--- src/rtl/cnn_conv_engine.sv ---
// Convolution engine: streams kernels and image windows from memory, multiply-accumulates
// each window, post-processes (shift, optional ReLU, saturate) and writes one result per pixel.
module cnn_conv_engine #(
    parameter int unsigned KERNEL_COUNT = 4,
    parameter int unsigned IMG_DIM      = 16,
    parameter int unsigned KER_DIM      = 4,
    parameter int unsigned DATA_W       = 8,
    parameter int unsigned ADDR_W       = 10,
    parameter int unsigned FRAC         = 0
) (
    input  logic              clk,
    input  logic              rst,
    input  logic              start,
    input  logic [ADDR_W-1:0] img_base,
    input  logic [ADDR_W-1:0] ker_base,
    input  logic [ADDR_W-1:0] out_base,
    input  logic              stride2,
    input  logic              relu_en,
    output logic              rd_en,
    output logic [ADDR_W-1:0] rd_addr,
    input  logic [DATA_W-1:0] rd_data,
    output logic              wr_en,
    output logic [ADDR_W-1:0] wr_addr,
    output logic [DATA_W-1:0] wr_data,
    output logic              busy,
    output logic              done
);

    localparam int unsigned KK    = KER_DIM * KER_DIM;
    localparam int unsigned CNT_W = $clog2(KK + 1);
    localparam int unsigned IDX_W = (KK > 1) ? $clog2(KK) : 1;
    localparam int unsigned ACC_W = 2 * DATA_W + $clog2(KK);
    localparam int unsigned PRD_W = 2 * DATA_W;
    localparam int unsigned OD1   = IMG_DIM - KER_DIM + 1;
    localparam int unsigned OD2   = (IMG_DIM - KER_DIM) / 2 + 1;
    localparam int unsigned OD_W  = $clog2(OD1 + 1);
    localparam int unsigned K_W   = (KERNEL_COUNT > 1) ? $clog2(KERNEL_COUNT) : 1;

    localparam logic signed [ACC_W-1:0] SAT_MAX = ACC_W'((2 ** (DATA_W - 1)) - 1);
    localparam logic signed [ACC_W-1:0] SAT_MIN = ~SAT_MAX;

    typedef enum logic [2:0] {
        IDLE,
        LOAD_KER,
        MAC,
        WRITE,
        DONE
    } state_t;

    state_t                     state_q, state_d;
    logic [CNT_W-1:0]           cnt_q, cnt_d;
    logic [OD_W-1:0]            orow_q, orow_d, ocol_q, ocol_d;
    logic [K_W-1:0]             k_q, k_d;
    logic signed [ACC_W-1:0]    acc_q, acc_d;
    logic [ADDR_W-1:0]          img_base_q, img_base_d, ker_base_q, ker_base_d;
    logic                       stride_q, stride_d, relu_q, relu_d;
    logic [ADDR_W-1:0]          wptr_q, wptr_d;
    logic signed [DATA_W-1:0]   w_q [KK];
    logic signed [DATA_W-1:0]   w_d [KK];

    logic                       rd_en_q, rd_en_d, wr_en_q, wr_en_d;
    logic                       busy_q, busy_d, done_q, done_d;
    logic [ADDR_W-1:0]          rd_addr_q, rd_addr_d, wr_addr_q, wr_addr_d;
    logic [DATA_W-1:0]          wr_data_q, wr_data_d;

    logic [IDX_W-1:0]           widx_c;
    logic signed [PRD_W-1:0]    prod_c;
    logic signed [ACC_W-1:0]    acc_base_c, sh_c;
    logic [OD_W-1:0]            od_c;
    int unsigned                sm_c, ki_c, kj_c, row_c, col_c;

    assign rd_en   = rd_en_q;
    assign rd_addr = rd_addr_q;
    assign wr_en   = wr_en_q;
    assign wr_addr = wr_addr_q;
    assign wr_data = wr_data_q;
    assign busy    = busy_q;
    assign done    = done_q;

    // Sequencing: cnt is the cycle index inside LOAD_KER/MAC; data for read n lands at cnt n+1.
    always_comb begin : fsm_comb
        state_d    = state_q;
        cnt_d      = cnt_q;
        orow_d     = orow_q;
        ocol_d     = ocol_q;
        k_d        = k_q;
        acc_d      = acc_q;
        img_base_d = img_base_q;
        ker_base_d = ker_base_q;
        stride_d   = stride_q;
        relu_d     = relu_q;
        wptr_d     = wptr_q;
        w_d        = w_q;
        widx_c     = IDX_W'(cnt_q - CNT_W'(1));
        prod_c     = PRD_W'($signed(rd_data)) * PRD_W'(w_q[widx_c]);
        acc_base_c = (cnt_q == CNT_W'(1)) ? '0 : acc_q;
        od_c       = stride_q ? OD_W'(OD2) : OD_W'(OD1);

        unique case (state_q)
            IDLE: begin
                if (start) begin
                    state_d    = LOAD_KER;
                    cnt_d      = '0;
                    orow_d     = '0;
                    ocol_d     = '0;
                    k_d        = '0;
                    img_base_d = img_base;
                    ker_base_d = ker_base;
                    stride_d   = stride2;
                    relu_d     = relu_en;
                    wptr_d     = out_base;
                end
            end
            LOAD_KER: begin
                if (cnt_q != '0) w_d[widx_c] = $signed(rd_data);
                if (cnt_q == CNT_W'(KK)) begin
                    state_d = MAC;
                    cnt_d   = '0;
                end else begin
                    cnt_d = cnt_q + CNT_W'(1);
                end
            end
            MAC: begin
                if (cnt_q != '0) acc_d = acc_base_c + ACC_W'(prod_c);
                if (cnt_q == CNT_W'(KK)) begin
                    state_d = WRITE;
                    cnt_d   = '0;
                end else begin
                    cnt_d = cnt_q + CNT_W'(1);
                end
            end
            WRITE: begin
                wptr_d  = wptr_q + ADDR_W'(1);
                cnt_d   = '0;
                state_d = MAC;
                if (ocol_q == od_c - OD_W'(1)) begin
                    ocol_d = '0;
                    if (orow_q == od_c - OD_W'(1)) begin
                        orow_d = '0;
                        if (k_q == K_W'(KERNEL_COUNT - 1)) begin
                            state_d = DONE;
                        end else begin
                            k_d     = k_q + K_W'(1);
                            state_d = LOAD_KER;
                        end
                    end else begin
                        orow_d = orow_q + OD_W'(1);
                    end
                end else begin
                    ocol_d = ocol_q + OD_W'(1);
                end
            end
            DONE:    state_d = IDLE;
            default: state_d = IDLE;
        endcase
    end

    // Registered outputs for the coming cycle, derived from the next-state values.
    always_comb begin : out_comb
        sm_c  = stride_d ? 32'd2 : 32'd1;
        ki_c  = 32'(cnt_d) / KER_DIM;
        kj_c  = 32'(cnt_d) % KER_DIM;
        row_c = 32'(orow_d) * sm_c + ki_c;
        col_c = 32'(ocol_d) * sm_c + kj_c;

        sh_c = acc_d >>> FRAC;
        if (relu_q && sh_c[ACC_W-1]) sh_c = '0;
        if (sh_c > SAT_MAX)      sh_c = SAT_MAX;
        else if (sh_c < SAT_MIN) sh_c = SAT_MIN;

        busy_d    = (state_d != IDLE);
        rd_en_d   = ((state_d == LOAD_KER) || (state_d == MAC)) && (cnt_d < CNT_W'(KK));
        rd_addr_d = '0;
        if (rd_en_d) begin
            if (state_d == LOAD_KER)
                rd_addr_d = ker_base_d + ADDR_W'(32'(k_d) * KK + 32'(cnt_d));
            else
                rd_addr_d = img_base_d + ADDR_W'(row_c * IMG_DIM + col_c);
        end
        wr_en_d   = (state_d == WRITE);
        wr_addr_d = wr_en_d ? wptr_q : '0;
        wr_data_d = wr_en_d ? DATA_W'(sh_c) : '0;
        done_d    = (state_q == DONE);
    end

    always_ff @(posedge clk) begin
        if (rst) begin
            state_q    <= IDLE;
            cnt_q      <= '0;
            orow_q     <= '0;
            ocol_q     <= '0;
            k_q        <= '0;
            acc_q      <= '0;
            img_base_q <= '0;
            ker_base_q <= '0;
            stride_q   <= 1'b0;
            relu_q     <= 1'b0;
            wptr_q     <= '0;
            w_q        <= '{default: '0};
            rd_en_q    <= 1'b0;
            rd_addr_q  <= '0;
            wr_en_q    <= 1'b0;
            wr_addr_q  <= '0;
            wr_data_q  <= '0;
            busy_q     <= 1'b0;
            done_q     <= 1'b0;
        end else begin
            state_q    <= state_d;
            cnt_q      <= cnt_d;
            orow_q     <= orow_d;
            ocol_q     <= ocol_d;
            k_q        <= k_d;
            acc_q      <= acc_d;
            img_base_q <= img_base_d;
            ker_base_q <= ker_base_d;
            stride_q   <= stride_d;
            relu_q     <= relu_d;
            wptr_q     <= wptr_d;
            w_q        <= w_d;
            rd_en_q    <= rd_en_d;
            rd_addr_q  <= rd_addr_d;
            wr_en_q    <= wr_en_d;
            wr_addr_q  <= wr_addr_d;
            wr_data_q  <= wr_data_d;
            busy_q     <= busy_d;
            done_q     <= done_d;
        end
    end

endmodule

--- config.mk ---
export PLATFORM = sky130hd
export DESIGN_NAME = cnn_conv_engine
export DESIGN_NICKNAME = d
export VERILOG_FILES = /design/src/rtl/cnn_conv_engine.sv
export SDC_FILE = /design/constraint.sdc
export NUM_CORES = 1
export LEC_CHECK = 0
export BUFFER_PORTS_ARGS = -buffer_cell sky130_fd_sc_hd__buf_2
export CORE_MARGIN = 2
export CORE_UTILIZATION = 35
export CTS_BUF_LIST = sky130_fd_sc_hd__clkbuf_8
export CTS_CLUSTER_SIZE = 8
export DETAILED_ROUTE_END_ITERATION = 8
export PLACE_DENSITY = 0.56
export SLEW_MARGIN = 20
export SYNTH_ARGS = -nofsm -noshare
export SYNTH_HDL_FRONTEND = slang
export SYNTH_SLANG_ARGS = --single-unit
--- constraint.sdc ---
create_clock -name clk -period 8.8 [get_ports clk]
set_input_delay 0.88 -clock clk [delete_from_list [all_inputs] [get_ports clk]]
set_output_delay 0.88 -clock clk [all_outputs]
set_load 0.03 [all_outputs]
==> results.json <==
{
  "fmax_mhz": 125.9,
  "initial_core_util": 0.3537,
  "worst_slew_pin_slew_ps": 979.7,
  "antenna_cells": 0,
  "drive_gt1_frac": 0.1494,
  "max-clock-path-buffers": 3,
  "synth_nets": 1750,
  "cts_tree": "yes",
  "hold_buffers": 0,
  "netlist_instances": 1520,
  "totalWireLength_um": 35720,
  "drt_iter0_drc": 580,
  "avgSynthCellArea_sq_um": 9.738,
  "slew_headroom": 0.3436,
  "final_util": 0.3949,
  "place_congestion": 0.8078,
  "critical_path_class": "reg -> reg",
  "wl_per_cell_um": 16.70,
  "ys_types": 81,
  "synth.yosys.seq_area_share": 0.3111,
  "endpoint_kind": "register",
  "rsz0062_at_grt": "false",
  "nets": 1798,
  "grt_max_degree": 107,
  "drtPass1Iterations": 7,
  "via_per_inst": 4.978,
  "fillCellCount": 4141,
  "crit_chain": "inv_1, ha_1, xnor2_2, mux4_2, and2_1, fa_1, inv_1, fa_1, inv_1, fa_1, fa_1, ha_1, ha_1, a21oi_2, a21oi_1, a311oi_2, a31oi_2, a31o_1, mux2_4, nor3_4, a41oi_2, o31ai_1",
  "cts_buffers": 42,
  "synth-edff-count": 0,
  "grt_antenna_before_repair": 1,
  "clk_pin_slew_worst_paths_ps": 60,
  "track_usage": 0.1687,
  "ctsHtreeMaxLevel": 2,
  "grt_pass1_wl_um": 59180,
  "die_height_um": 209.6,
  "power_uw": 2463,
  "slew_viol_final": 0,
  "cp_slowest_cell": "xnor2_2",
  "ys.flop_type": "dfxtp_1",
  "die_area_sq_um": 43950,
  "syn_to_final_growth_pct": 11.66,
  "crit_path_max_fanout": 13,
  "clock_sinks": 230,
  "status": "complete, no violations",
  "ys_seq_elements": 230,
  "leakagePower_uw": 0.007176,
  "num_io_pins": 75,
  "clk-insertion-delay-late_ps": 590,
  "post-route-period-util": 0.9028,
  "post-dp-hpwl_um": 25370,
  "final_common_cell": "dfxtp_1",
  "synthArstFlopShare": 0,
  "max_stage_delay_ps": 770,
  "io_buffers": 74,
  "yosysWarnings": 0,
  "coreArea_sq_um": 41850,
  "route.detailed.drc": 0,
  "post_cts_buffers": 0,
  "hold_class": "reg -> reg",
  "hold_viol_final": 0,
  "rows": 75,
  "cp.required_ps": 9270,
  "skew_ps": 29.08,
  "worst_ep_arrival_time_ps": 8410,
  "cts_resized": 0,
  "cp_common_cell": "fa_1",
  "grt.overflow.total": 0,
  "fin_setup_tns_ps": 0,
  "power.density_nw_per_um2": 149.0,
  "most-common-layout-cells": "dfxtp_1, nor2_1, mux2i_1",
  "min_period_ps": 7945,
  "final_antenna_net_count": 0,
  "setup_viol": 0,
  "vdd_drop_max_mv": 0.1123,
  "crit_path_start_kind": "register",
  "vias": 10647,
  "synth_area_sq_um": 14800,
  "first_global_vias": 11142,
  "die_w_um": 209.6,
  "root_buffer": "clkbuf_8",
  "cap_violations": 0
}
## worst max-delay path, delay by kind of cell, from the launching register on
family,cells,cell delay [ps]
fa+ha+maj,7,3060
compound gates,7,1450
mux,2,1050
simple gates,2,790
xor+xnor,1,770
flops,1,430
buf+inv,3,230
## synth_stat cells, drive strengths merged, types with 9 or more instances
master / n / share of area
dfxtp: 230 / 0.31
nor2: 220 / 0.058
mux2i: 153 / 0.10
nand2: 122 / 0.031
inv: 120 / 0.030
fa: 96 / 0.13
ha: 91 / 0.077
clkbuf: 62 / 0.016
a21oi: 54 / 0.020
and2: 54 / 0.023
mux4: 39 / 0.059
xnor2: 27 / 0.016
o21ai: 26 / 0.0090
nor3: 21 / 0.0079
buf: 18 / 0.0074
a21o: 17 / 0.0087
nor2b: 16 / 0.0068
and3: 15 / 0.0074
xor2: 15 / 0.0089
nand3: 14 / 0.0047
o31ai: 11 / 0.0056
a211oi: 10 / 0.0073
nand2b: 9 / 0.0038
## sequential cells by signal, indices dropped and copies added, names as in the netlist, 8 cells and up
name / count
rd_addr: 10
w_q: 128
wr_addr: 10
ker_base_q: 10
img_base_q: 10
acc_q: 20
wr_data: 8
wptr_q: 10
## logic make-up (layout without fill, tap and decap cells)
group,count (synthesis),after routing,synth area share
adder cells (fa/ha/maj),187,187,0.2068
buffers and inverters,200,280,0.05359
XOR/XNOR,42,42,0.02485
AO/OA/AOI/OAI,164,164,0.07769
multiplexers,195,195,0.1653
flip-flops,230,230,0.3111
AND/OR/NAND/NOR,502,502,0.1607
## per-stage QoR
stage          setup slack, ps  hold slack (ps)  cells  instance area (sq um)
2_1_floorplan            777.0            415.4   1520                  14800
3_3_place_gp             923.1            450.6   2063                  15600
3_5_place_dp             767.9            456.8   2063                  15600
4_1_cts                  718.9            465.2   2139                  16520
5_1_grt                  325.6            486.9   2139                  16530
6_report                 855.0            461.2   2139                  16530
## per-layer routing
metal | GRT usage | vias up | wire length [um]
met5 | 0 | - | 13
met3 | 0.02858 | 54 | 1404
met4 | 0.04891 | 2 | 757
met1 | 0.2248 | 5177 | 16720
met2 | 0.2820 | 183 | 16830
li1 | - | 5231 | -
## worst paths after layout
check | end | from | cells after the start | slack (ps)
setup / recovery | wr_data[6] | cnt_q[1] | 22 | 860
setup reg to reg | wr_data[6] | cnt_q[1] | 22 | 860
hold reg to reg | ker_base_q[1] | ker_base_q[1] | 2 | 460
hold / removal | ker_base_q[1] | ker_base_q[1] | 2 | 460
## cell type report
cell class,count,area [sq um],area share
multi-input cells,1090,9414,0.5696
flip-flops and latches,230,4606,0.2787
clock buffers,54,743.2,0.04497
well taps,539,674.4,0.04081
repair buffers,84,455.4,0.02756
inverters,120,450.4,0.02725
clock inverters,22,183.9,0.01113
## report_power, final
| group | switching (uW) | internal [uW] |
|---|---|---|
| clock network | 467 | 642 |
| registers | 10.0 | 1060 |
| logic | 184 | 101 |
No activity file was read; power rests on OpenSTA's default activity.
